<file path="config.mk">
export PLATFORM = sky130hd
export DESIGN_NAME = usb_tx_shifter
export DESIGN_NICKNAME = d
export VERILOG_FILES = /design/src/rtl/usb_tx_pkg.sv /design/src/rtl/usb_bit_timer.sv /design/src/rtl/usb_tx_shifter.sv
export SDC_FILE = /design/constraint.sdc
export NUM_CORES = 1
export LEC_CHECK = 0
export CORE_AREA = 2 2 63 65
export DETAILED_ROUTE_END_ITERATION = 7
export DIE_AREA = 0 0 65 67
export PLACE_DENSITY = 0.65
export SYNTH_ARGS = -nofsm -noshare
export SYNTH_HDL_FRONTEND = slang
export SYNTH_SLANG_ARGS = --single-unit
</file>
<file path="constraint.sdc">
create_clock -name clk -period 5.17 [get_ports clk]
set_clock_uncertainty 0.15 [all_clocks]
set_input_delay 1.551 -clock clk [delete_from_list [all_inputs] [get_ports clk]]
set_output_delay 1.551 -clock clk [all_outputs]
set_load 0.02 [all_outputs]
</file>
<file path="src/rtl/usb_tx_pkg.sv">
// usb_tx_pkg: shared types and constants for the USB full-speed transmit
// serializer (usb_tx_shifter and usb_bit_timer).
//   tx_state_t  - serializer FSM state encoding
//   SYNC_BYTE   - SYNC pattern, sent LSB-first as 0000000 1
//   STUFF_LIMIT - run of ones after which a zero is stuffed
//   EOP_BITS    - SE0 length in bit periods
package usb_tx_pkg;

    typedef enum logic [2:0] {
        ST_IDLE  = 3'd0,
        ST_SYNC  = 3'd1,
        ST_DATA  = 3'd2,
        ST_STUFF = 3'd3,
        ST_EOP   = 3'd4,
        ST_JIDLE = 3'd5
    } tx_state_t;

    localparam logic [7:0]  SYNC_BYTE   = 8'h80;
    localparam int unsigned STUFF_LIMIT = 6;
    localparam int unsigned EOP_BITS    = 2;

endpackage

</file>
<file path="src/rtl/usb_bit_timer.sv">
// usb_bit_timer: bit-period counter for the USB transmit path.
//   clk, n_rst  - clock, asynchronous active-low reset
//   restart     - hold/force the count to 0 on the next edge
//   bit_start   - high while the count is 0 (first cycle of a bit period)
//   bit_end     - high while the count is CLKS_PER_BIT-1 (last cycle)
module usb_bit_timer
    import usb_tx_pkg::*;
#(
    parameter int unsigned CLKS_PER_BIT = 4
) (
    input  logic clk,
    input  logic n_rst,
    input  logic restart,
    output logic bit_start,
    output logic bit_end
);

    localparam int unsigned CW = (CLKS_PER_BIT > 2) ? $clog2(CLKS_PER_BIT) : 1;
    localparam logic [CW-1:0] LAST = CW'(CLKS_PER_BIT - 1);

    logic [CW-1:0] cnt;

    always_ff @(posedge clk or negedge n_rst) begin
        if (!n_rst) begin
            cnt <= '0;
        end else if (restart || cnt == LAST) begin
            cnt <= '0;
        end else begin
            cnt <= cnt + CW'(1);
        end
    end

    assign bit_start = (cnt == '0);
    assign bit_end   = (cnt == LAST);

endmodule

</file>
<file path="src/rtl/usb_tx_shifter.sv">
// usb_tx_shifter: USB full-speed transmit byte serializer feeding the NRZI
// encoder. Prepends SYNC, shifts bytes LSB-first, stuffs a zero after six
// consecutive ones, then drives a 2-bit SE0 EOP and one J bit.
//   clk, n_rst     - clock, asynchronous active-low reset
//   tx_data        - packet byte
//   tx_valid       - tx_data/tx_last valid
//   tx_last        - byte is the last of the packet
//   tx_ready       - holding buffer empty (accept on tx_valid && tx_ready)
//   serial_out     - current line bit (0 = transition in the encoder)
//   enable_pts     - strobe in the first cycle of every transmitted bit
//   send_EOP       - high during the SE0 interval
//   tx_busy        - high from SYNC start until tx_done
//   tx_done        - one-cycle pulse at end of packet
//   tx_err         - one-cycle pulse on underrun
// Build option: define USB_TX_BITSTUFF_EN to enable bit stuffing; without it
// bytes are sent raw (link bring-up test mode).
module usb_tx_shifter
    import usb_tx_pkg::*;
#(
    parameter int unsigned CLKS_PER_BIT = 4
) (
    input  logic       clk,
    input  logic       n_rst,
    input  logic [7:0] tx_data,
    input  logic       tx_valid,
    input  logic       tx_last,
    output logic       tx_ready,
    output logic       serial_out,
    output logic       enable_pts,
    output logic       send_EOP,
    output logic       tx_busy,
    output logic       tx_done,
    output logic       tx_err
);

    tx_state_t  state;
    logic [7:0] buf_data;
    logic       buf_full;
    logic       buf_last;
    logic [6:0] sr;          // bits of the current byte not yet on the line
    logic       cur_last;
    logic [2:0] bit_idx;     // bit of the current byte on the line / EOP bit
    logic       shifting;    // in SYNC, DATA or STUFF
    logic       accept;
    logic       restart;
    logic       bit_start;
    logic       bit_end;

    // Where the stream goes after the current bit when no stuff is needed
    tx_state_t  pos_state;
    tx_state_t  adv_state;
    logic       adv_load;
    logic       adv_err;

`ifdef USB_TX_BITSTUFF_EN
    logic [2:0] ones;
    logic [2:0] ones_nxt;
    logic       do_stuff;
    tx_state_t  ret_state;
`endif

    assign accept  = tx_valid && tx_ready;
    assign restart = (state == ST_IDLE);

    usb_bit_timer #(
        .CLKS_PER_BIT(CLKS_PER_BIT)
    ) u_bit_timer (
        .clk       (clk),
        .n_rst     (n_rst),
        .restart   (restart),
        .bit_start (bit_start),
        .bit_end   (bit_end)
    );

    // The timer is held at 0 in IDLE and every state change in the bit
    // states lands on a bit boundary, so the strobe is just bit_start gated
    // by the registered "shifting" flag.
    assign enable_pts = bit_start && shifting;

`ifdef USB_TX_BITSTUFF_EN
    always_comb begin
        ones_nxt = serial_out ? (ones + 3'd1) : '0;
        do_stuff = (state != ST_STUFF) && (ones_nxt == 3'(STUFF_LIMIT));
    end
`endif

    // A stuff bit defers the byte-boundary decision; resuming from STUFF
    // evaluates it exactly as if the stuffed bit had not been there.
    always_comb begin
`ifdef USB_TX_BITSTUFF_EN
        pos_state = (state == ST_STUFF) ? ret_state : state;
`else
        pos_state = state;
`endif
        adv_state = pos_state;
        adv_load  = 1'b0;
        adv_err   = 1'b0;
        if (bit_idx == 3'd7) begin
            if (pos_state == ST_SYNC || buf_full) begin
                adv_state = ST_DATA;
                adv_load  = 1'b1;
            end else begin
                adv_state = ST_EOP;
                adv_err   = !cur_last;
            end
        end
    end

    always_ff @(posedge clk or negedge n_rst) begin
        if (!n_rst) begin
            state      <= ST_IDLE;
            buf_data   <= '0;
            buf_full   <= 1'b0;
            buf_last   <= 1'b0;
            sr         <= '0;
            cur_last   <= 1'b0;
            bit_idx    <= '0;
            shifting   <= 1'b0;
            tx_ready   <= 1'b1;
            serial_out <= 1'b1;
            send_EOP   <= 1'b0;
            tx_busy    <= 1'b0;
            tx_done    <= 1'b0;
            tx_err     <= 1'b0;
`ifdef USB_TX_BITSTUFF_EN
            ones       <= '0;
            ret_state  <= ST_DATA;
`endif
        end else begin
            tx_done <= 1'b0;
            tx_err  <= 1'b0;

            if (accept) begin
                buf_data <= tx_data;
                buf_last <= tx_last;
                buf_full <= 1'b1;
                tx_ready <= 1'b0;
            end

            case (state)
                ST_IDLE: begin
                    if (buf_full) begin
                        state      <= ST_SYNC;
                        serial_out <= SYNC_BYTE[0];
                        sr         <= SYNC_BYTE[7:1];
                        bit_idx    <= '0;
                        shifting   <= 1'b1;
                        tx_busy    <= 1'b1;
`ifdef USB_TX_BITSTUFF_EN
                        ones       <= '0;
`endif
                    end
                end

                ST_SYNC, ST_DATA, ST_STUFF: begin
                    if (bit_end) begin
`ifdef USB_TX_BITSTUFF_EN
                        ones <= ones_nxt;
                        if (do_stuff) begin
                            ret_state  <= state;
                            state      <= ST_STUFF;
                            serial_out <= 1'b0;
                        end else
`endif
                        begin
                            state <= adv_state;
                            if (adv_load) begin
                                serial_out <= buf_data[0];
                                sr         <= buf_data[7:1];
                                cur_last   <= buf_last;
                                buf_full   <= 1'b0;
                                tx_ready   <= 1'b1;
                                bit_idx    <= '0;
                            end else if (adv_state == ST_EOP) begin
                                serial_out <= 1'b1;
                                send_EOP   <= 1'b1;
                                shifting   <= 1'b0;
                                bit_idx    <= '0;
                                tx_err     <= adv_err;
                            end else begin
                                serial_out <= sr[0];
                                sr         <= {1'b0, sr[6:1]};
                                bit_idx    <= bit_idx + 3'd1;
                            end
                        end
                    end
                end

                ST_EOP: begin
                    if (bit_end) begin
                        if (bit_idx == 3'(EOP_BITS - 1)) begin
                            state    <= ST_JIDLE;
                            send_EOP <= 1'b0;
                        end else begin
                            bit_idx <= bit_idx + 3'd1;
                        end
                    end
                end

                ST_JIDLE: begin
                    if (bit_end) begin
                        state   <= ST_IDLE;
                        tx_done <= 1'b1;
                        tx_busy <= 1'b0;
                    end
                end

                default: state <= ST_IDLE;
            endcase
        end
    end

endmodule
</file>
# --- Yosys cells after proc, flatten, opt, wreduce, memory -nomap -nowiden ---
# Cells that the tools add are included.
classes:
  addsub: 2
  n_eq_ne: 18
  mux: 57
  n_reduce_logical: 20
ops:
  columns: ["cell", "n"]
  rows:
  - ["3-bit two-way mux", 13]
  - ["1-bit two-way mux", 32]
  - ["7-bit two-way mux", 4]
  - ["2-bit inequality test (second input constant)", 8]
  - ["5-bit AND reduction", 3]
  - ["7-bit one-hot mux with 2 select lines", 1]
  - ["3-bit equality test (second input constant)", 4]
  - ["3-bit one-hot mux with 4 select lines", 1]
  - ["3-bit one-hot mux with 3 select lines", 1]
  - ["3-bit AND reduction", 3]
  - ["1-bit one-hot mux with 2 select lines", 4]
  - ["3-bit by 1-bit equality test with 1-bit output (second input constant)", 2]
  - ["3-bit by 2-bit equality test with 1-bit output (second input constant)", 2]
  - ["6-bit AND reduction", 1]
  - ["2-bit nonzero test", 3]
  - ["4-bit AND reduction", 1]
  - ["3-bit by 1-bit adder with 3-bit output (second input constant)", 1]
  - ["3-bit logical NOT", 1]
  - ["3-bit inequality test (second input constant)", 1]
  - ["3-bit nonzero test", 1]
  - ["3-bit OR reduction", 1]
  - ["2-bit by 1-bit adder with 2-bit output (second input constant)", 1]
  - ["2-bit equality test (second input constant)", 1]
  - ["1-bit logical AND", 2]
  - ["other kinds (4)", 5]
totals:
  output_inout_bits: 7
  regBits: 33
  input_bits: 12

# --- Depth between registers and ports, before layout ---
# Gate-level depths: netlist of run 1.
depth:
  word_depth: 9
  ltp_mapped: 7
  mapped_depth_nobuf: 6

# --- Hierarchy ---
# A second synthesis of run 1 with hierarchy kept.
unflattened:
  hier_cells: 141
  hier_area_um2: 1622.8
by_module_without_submodules:
  columns: ["mod", "cells_per_inst", "instances", "area_per_inst_um2"]
  rows:
  - ["usb_tx_shifter", 133, 1, 1517.7]
  - ["usb_bit_timer", 8, 1, 105.1]

# --- Least setup slack after synthesis of run 1 ---
# OpenSTA, ideal clock, no wires.
synth_timing:
  kind: "reg-to-output"
  from: "register u_bit_timer.cnt[0]"
  to: "output port enable_pts"
  arrival_time_ps: 763
  setup_slack_ps: 2706
  stages_incl_launch_ff: 4
  n_path_buf: 0
  t_required_ps: 3469
  cell_sequence: "dfrtp_1 inv_1 ha_1 and2_1"
synth_between:
  elab_chain_cells: 2
synth_lines:
  columns: ["item", "line_no", "text"]
  rows:
  - ["start: declaration", "usb_bit_timer.sv:21", "logic [CW-1:0] cnt;"]
  - ["start signal: assignment", "usb_bit_timer.sv:29", "cnt <= cnt + CW'(1);"]
  - ["2-bit logical NOT", "usb_bit_timer.sv:33", "assign bit_start = (cnt == '0);"]
  - ["1-bit logical AND", "usb_tx_shifter.sv:78", "assign enable_pts = bit_start && shifting;"]
  - ["end: declaration", "usb_tx_shifter.sv:29", "output logic enable_pts,"]
# No other way between the ends.

# --- Worst setup path after layout of run 1 ---
# Same ends and word-level chain as after synthesis.

==> impl_metrics.env, run 1 <==
export IMPL_top_level_ports=19
export IMPL_fin_util_pct=53.6
export IMPL_synth_seq_cells=33
export IMPL_remaining_drc_errors=0
export IMPL_cts_buffers=5
export IMPL_cp_data_arrival_time_ns=1.58
export IMPL_core_area_mm2=0.00361
export IMPL_switchingPower_w=0.0000988
export IMPL_r2r_setup_slack_ns=3.18
export IMPL_diodes=0
export IMPL_cellPowerDensity_mw_per_mm2=270
export IMPL_final_max_slew_violation_count=0
export IMPL_die_width_um=65
export IMPL_p_leak_nw=0.838
export IMPL_grt_pass1_vias=1166
export IMPL_syn_area_mm2=0.00161
export IMPL_synthFlopType="dfrtp_1"
export IMPL_p_comb_share_pct=2.6
export IMPL_worst_slack_ns=1.89
export IMPL_use_met1_pct=17.7
export IMPL_required_ns=3.47
export IMPL_ir_drop_uv=149
export IMPL_period_share_pct=63.5
export IMPL_grt_pass1_wl_um=5130
export IMPL_drive_gt1_share_pct=15.3
export IMPL_hold_start="cur_last"
export IMPL_final_antenna_net_count=0
export IMPL_ys_warn_count=0
export IMPL_start_util_pct=44.6
export IMPL_drv_cap=0
export IMPL_timing_slew_headroom_pct=66.8
export IMPL_instances_no_fill=211
export IMPL_antenna_found_initial=0
export IMPL_timing_setup_tns_ns=0
export IMPL_portBuffers=18
export IMPL_syn2layout_area_growth_pct=20.2
export IMPL_hold_buffers=0
export IMPL_place_gp_congestion=0.778
export IMPL_dp_cells=203
export IMPL_row_count=22
export IMPL_setup_viol=0
export IMPL_grt_overflow=0
export IMPL_endpoint_kind="primary output"
export IMPL_nets=179
export IMPL_use_met2_pct=27.4
export IMPL_crit_fanout=3
export IMPL_power_frac_clock_pct=47.9
export IMPL_clk_latency_ns=0.28
export IMPL_syn_avg_cell_area_um2=11.3
export IMPL_ctsHtreeMaxLevel=2
export IMPL_drt_total_wl_um=2780
export IMPL_crit_type="reg2out"
export IMPL_design_area_mm2=0.00193
export IMPL_clk_pin_slew_worst_paths_ns=0.07
export IMPL_busiest_layer="met2"
export IMPL_cts_root_buffer="clkbuf_8"
export IMPL_p_sw_share_pct=18.9
export IMPL_min_to="tx_err"
export IMPL_firstDrtPassIters=4
export IMPL_postCtsResizedCells=0
export IMPL_drtIter0Drc=73
export IMPL_start_kind="flip-flop"
export IMPL_r2r_end="cur_last"
export IMPL_vias=1116
export IMPL_min_path_type="reg2reg"
export IMPL_reg2reg_depth=5
export IMPL_hold_viol_final=0
export IMPL_power_share_sequential_pct=49.5
export IMPL_grt_total_usage_pct=15.6
export IMPL_ys_seq_area_share_pct=51.5
export IMPL_vias_per_cell=5.29
export IMPL_placed_area_mm2=0.00182
export IMPL_dieArea_mm2=0.00436
export IMPL_cts_tree="yes"
export IMPL_hold_path_depth=1
export IMPL_synth_nets=160
export IMPL_place_ws_ns=2.18
export IMPL_worst_pin_slew_ns=0.498
export IMPL_status="complete, no violations"
export IMPL_die_h_um=67
export IMPL_use_met3_pct=5.07
export IMPL_dp_hpwl_um=1990
export IMPL_synth_cells=143
export IMPL_async_flop_share_pct=100
export IMPL_clock_sinks=33
export IMPL_synth_cell_types=34
export IMPL_grt_max_degree=34
export IMPL_fmax_mhz=305
export IMPL_cts_path_max_buffers=2
export IMPL_p_int_w=0.000423
export IMPL_min_period_ns=3.28
export IMPL_post_cts_buffers=0
export IMPL_synth_edf_count=0
export IMPL_post_drt_wl_per_cell_um=13.2
export IMPL_rsz0062_at_grt="no"
export IMPL_r2r_start="bit_idx[0]"
export IMPL_fillers=314
## critical path, stage by stage (launching register included)
cell and delay, ns:
dfrtp_1 0.40, inv_1 0.07, ha_1 0.13, and2_1 0.11
clkdlybuf4s50_1 0.59
## cell usage after synthesis (all sizes together) (3+ instances only)
library cell	n	area, um2
dfrtp	31	776
mux2	13	146
nand2	11	43.8
o21ai	11	77.6
nor2	10	37.5
mux2i	9	90.1
inv	7	26.3
a21oi	6	30.0
o2bb2ai	6	52.6
buf	5	31.3
ha	5	62.6
nor2b	3	18.8
o211ai	3	22.5
## state kept, by name, summed over array words and instances (netlist names)
name / flops
send_EOP: 1
tx_busy: 1
serial_out: 1
buf_full: 1
u_bit_timer.cnt: 2
tx_done: 1
sr: 7
bit_idx: 3
pos_state: 3
cur_last: 1
buf_data: 8
tx_ready: 1
tx_err: 1
shifting: 1
buf_last: 1
## cell families (layout without fill, tap and decap cells)
family                   after synthesis  in the layout  share of synthesized area, %
AND/OR/NAND/NOR                       37             37                          11.4
flip-flops                            33             33                          51.5
AO/OA/AOI/OAI                         32             32                          14.5
multiplexers                          22             22                          14.7
buffers and inverters                 14             34                          4.04
adder cells (fa/ha/maj)                5              5                          3.89
## how the worst max path moves through the flow
stage,end,cells past startpoint,startpoint,slack (ns)
after floorplan,enable_pts,3,u_bit_timer.cnt[0],2.71
after global placement,enable_pts,4,u_bit_timer.cnt[0],2.22
after detailed placement,enable_pts,4,u_bit_timer.cnt[0],2.18
after CTS,enable_pts,4,u_bit_timer.cnt[0],1.87
after global routing,enable_pts,4,u_bit_timer.cnt[0],1.80
final,enable_pts,4,u_bit_timer.cnt[0],1.89
## cell type report
type                       instances  area (um2)  share of cell area, %
sequential                        33         828                   42.8
multi-input combinational         96         716                   37.0
timing repair buffer              19         188                   9.70
clock buffer                       7        86.3                   4.46
tap                               48        60.1                   3.10
clock inverter                     1        30.0                   1.55
inverter                           7        26.3                   1.36
## stage by stage
step | hold slack (ns) | total power (W)
after floorplan | 0.256 | 0.000263
after global placement | 0.287 | 0.000277
final | 0.296 | 0.000522
after CTS | 0.296 | 0.000528
after global routing | 0.316 | 0.000543
after detailed placement | 0.285 | 0.000277
## layer usage
| metal | up-vias | routed length [um] |
|---|---|---|
| met5 | - | 0 |
| met1 | 542 | 1190 |
| met4 | 0 | 31 |
| met2 | 29 | 1430 |
| met3 | 5 | 136 |
| li1 | 540 | - |
## placed cells by master (no fill, tap or decap), types with 2 or more instances in the layout
master and n:
nor3_1 2, nand3b_1 2, nor2_1 10, clkbuf_8 6
o211ai_1 3, a31oi_1 2, nor2b_1 3, o21ai_4 2
dfstp_2 2, mux2_1 3, inv_1 7, nand3_1 2
mux2i_1 9, o2bb2ai_1 6, nand2b_1 2, ha_1 5
a21oi_1 6, nand2_1 10, mux2_2 10, clkdlybuf4s50_1 18
dfrtp_1 31, o21ai_0 8
## power by group through the flow
stage                     sequential, W  clock, W  combinational, W
after floorplan                0.000263         0       0.000000244
after global placement         0.000263         0         0.0000139
after detailed placement       0.000263         0         0.0000144
after CTS                      0.000258  0.000256         0.0000143
after global routing           0.000258  0.000270         0.0000154
final                          0.000258  0.000250         0.0000137
Note: power is estimated with default switching activity, not from simulation.
==> run 2: changes to the inputs <==
clock period = 3.2 ns   (was 5.17 ns; I/O delays follow)
==> results of run 2 <==
The final DEF is identical to that of run 1. Status: complete, no violations.
Main changes from that run: setup slack after placement 2.18 ns -> 0.804 ns; setup slack after layout 1.89 ns -> 0.510 ns; register-to-register setup slack 3.18 ns -> 1.21 ns; total power 0.000522 W -> 0.000843 W; worst IR drop on VDD 149 uV -> 241 uV
==> run 3: changes to the inputs <==
PLACE_DENSITY = 0.68   (was 0.65)
clock period = 2.3 ns   (was 3.2 ns; I/O delays follow)
==> impl_metrics.env, run 3 (synthesis results as in run 1) <==
export IMPL_hold_path_depth=1
export IMPL_grt_overflow=0
export IMPL_postCtsResizedCells=2
export IMPL_clk_latency_ns=0.28
export IMPL_worst_slack_ns=0.0387
export IMPL_syn2layout_area_growth_pct=20.5
export IMPL_multi_input_area_um2=716
export IMPL_grt_total_usage_pct=16.2
export IMPL_reg2reg_depth=6
export IMPL_final_cell_mix="31 x dfrtp_1, 16 x clkdlybuf4s50_1, 10 x nor2_1, 10 x nand2_1, 10 x mux2_2"
export IMPL_seq_area_um2=828
export IMPL_instances_no_fill=212
export IMPL_hold_buffers=0
export IMPL_r2r_end="sr[3]"
export IMPL_place_ws_ns=0.164
export IMPL_clock_sinks=33
export IMPL_cp_data_arrival_time_ns=1.42
export IMPL_drt_total_wl_um=2880
export IMPL_endpoint_kind="primary output"
export IMPL_fmax_mhz=442
export IMPL_grt_max_degree=34
export IMPL_drive_gt1_share_pct=15.9
export IMPL_crit_path_cell_trace="clkdlybuf4s50_1"
export IMPL_timing_slew_headroom_pct=66.8
export IMPL_die_h_um=67
export IMPL_min_path_type="reg2reg"
export IMPL_period_share_pct=98.3
export IMPL_crit_type="reg2out"
export IMPL_start_kind="flip-flop"
export IMPL_largest_reg_flops=8
export IMPL_grt_pass1_vias=1187
export IMPL_hold_viol_final=0
export IMPL_setup_viol=0
export IMPL_required_ns=1.46
export IMPL_dp_cells=204
export IMPL_cts_root_buffer="clkbuf_8"
export IMPL_top_regs="buf_data (8), sr (7)"
export IMPL_crit_fanout=2
export IMPL_drtIter0Drc=43
export IMPL_cellPowerDensity_mw_per_mm2=603
export IMPL_final_common_cell="dfrtp_1"
export IMPL_cts_buffers=5
export IMPL_remaining_drc_errors=0
export IMPL_post_drt_wl_per_cell_um=13.6
export IMPL_vias=1110
export IMPL_place_gp_congestion=0.806
export IMPL_post_cts_buffers=0
export IMPL_critPathSlowestCell="clkdlybuf4s50_1"
export IMPL_cts_path_max_buffers=2
export IMPL_rsz0062_at_grt="no"
export IMPL_row_count=22
export IMPL_top_register="buf_data"
export IMPL_crit_buf_inv=1
export IMPL_dieArea_mm2=0.00436
export IMPL_final_max_slew_violation_count=0
export IMPL_ir_drop_uv=415
export IMPL_design_area_mm2=0.00194
export IMPL_final_antenna_net_count=0
export IMPL_worst_pin_slew_ns=0.498
export IMPL_cts_tree="yes"
export IMPL_antenna_found_initial=0
export IMPL_crit_cells=1
export IMPL_diodes=0
export IMPL_r2r_start="bit_idx[0]"
export IMPL_vias_per_cell=5.24
export IMPL_fillers=321
export IMPL_hold_start="cur_last"
export IMPL_portBuffers=18
export IMPL_min_period_ns=2.26
export IMPL_dp_hpwl_um=2090
export IMPL_die_width_um=65
export IMPL_placed_area_mm2=0.00183
export IMPL_crit_family="buffers and inverters"
export IMPL_core_area_mm2=0.00361
export IMPL_r2r_setup_slack_ns=0.34
export IMPL_grt_pass1_wl_um=5310
export IMPL_min_to="tx_err"
export IMPL_fin_util_pct=53.8
export IMPL_clk_pin_slew_worst_paths_ns=0.07
export IMPL_p_leak_nw=0.854
export IMPL_drv_cap=0
export IMPL_ctsHtreeMaxLevel=2
export IMPL_max_stage_delay_ns=0.61
export IMPL_firstDrtPassIters=4
export IMPL_nets=180
export IMPL_timing_setup_tns_ns=0
export IMPL_start_util_pct=44.6
export IMPL_status="complete, no violations"
export IMPL_top_level_ports=19
-- run 3: changes by cell type in the layout (fill, tap and decap cells not counted) --
cell,change
dlygate4sd2_1,+2
clkdlybuf4s50_1,-2
buf_4,+1
-- run 3: routing by layer --
layer / track usage (%) / vias up / share of wire [%]
li1: - / 548 / -
met1: 18.4 / 537 / 45
met2: 28.5 / 23 / 50
met3: 5.74 / 2 / 4.1
met4: 4.79 / 0 / 0.94
met5: 0 / - / 0
-- run 3: cell type report --
| class | count | share of cell area [%] |
|---|---|---|
| flip-flops and latches | 33 | 42.7 |
| multi-input cells | 96 | 36.9 |
| repair buffers | 20 | 9.94 |
| clock buffers | 7 | 4.45 |
| well taps | 48 | 3.10 |
| clock inverters | 1 | 1.55 |
| inverters | 7 | 1.35 |
-- run 3: worst max-delay path by stage --
stage                             startpoint          end  slack (ns)
after floorplan                   bit_idx[0]     cur_last        0.45
after global placement              tx_valid  buf_data[4]        0.20
after detailed placement  u_bit_timer.cnt[0]   enable_pts        0.16
after CTS                         serial_out   serial_out        0.02
after global routing              serial_out   serial_out        0.02
final                             serial_out   serial_out        0.04
-- run 3: metrics by stage --
stage               hold WS (ns)  power [W]
finish                     0.309    0.00117
global route               0.342    0.00122
CTS                        0.309    0.00119
detailed placement         0.286   0.000624
floorplan                  0.244   0.000592
global placement           0.282   0.000623
-- run 3: power breakdown --
group	leakage [nW]	switching [W]	internal, W
clock	0.0585	0.000206	0.000353
combinational	0.341	0.0000133	0.0000175
sequential	0.454	0	0.000580
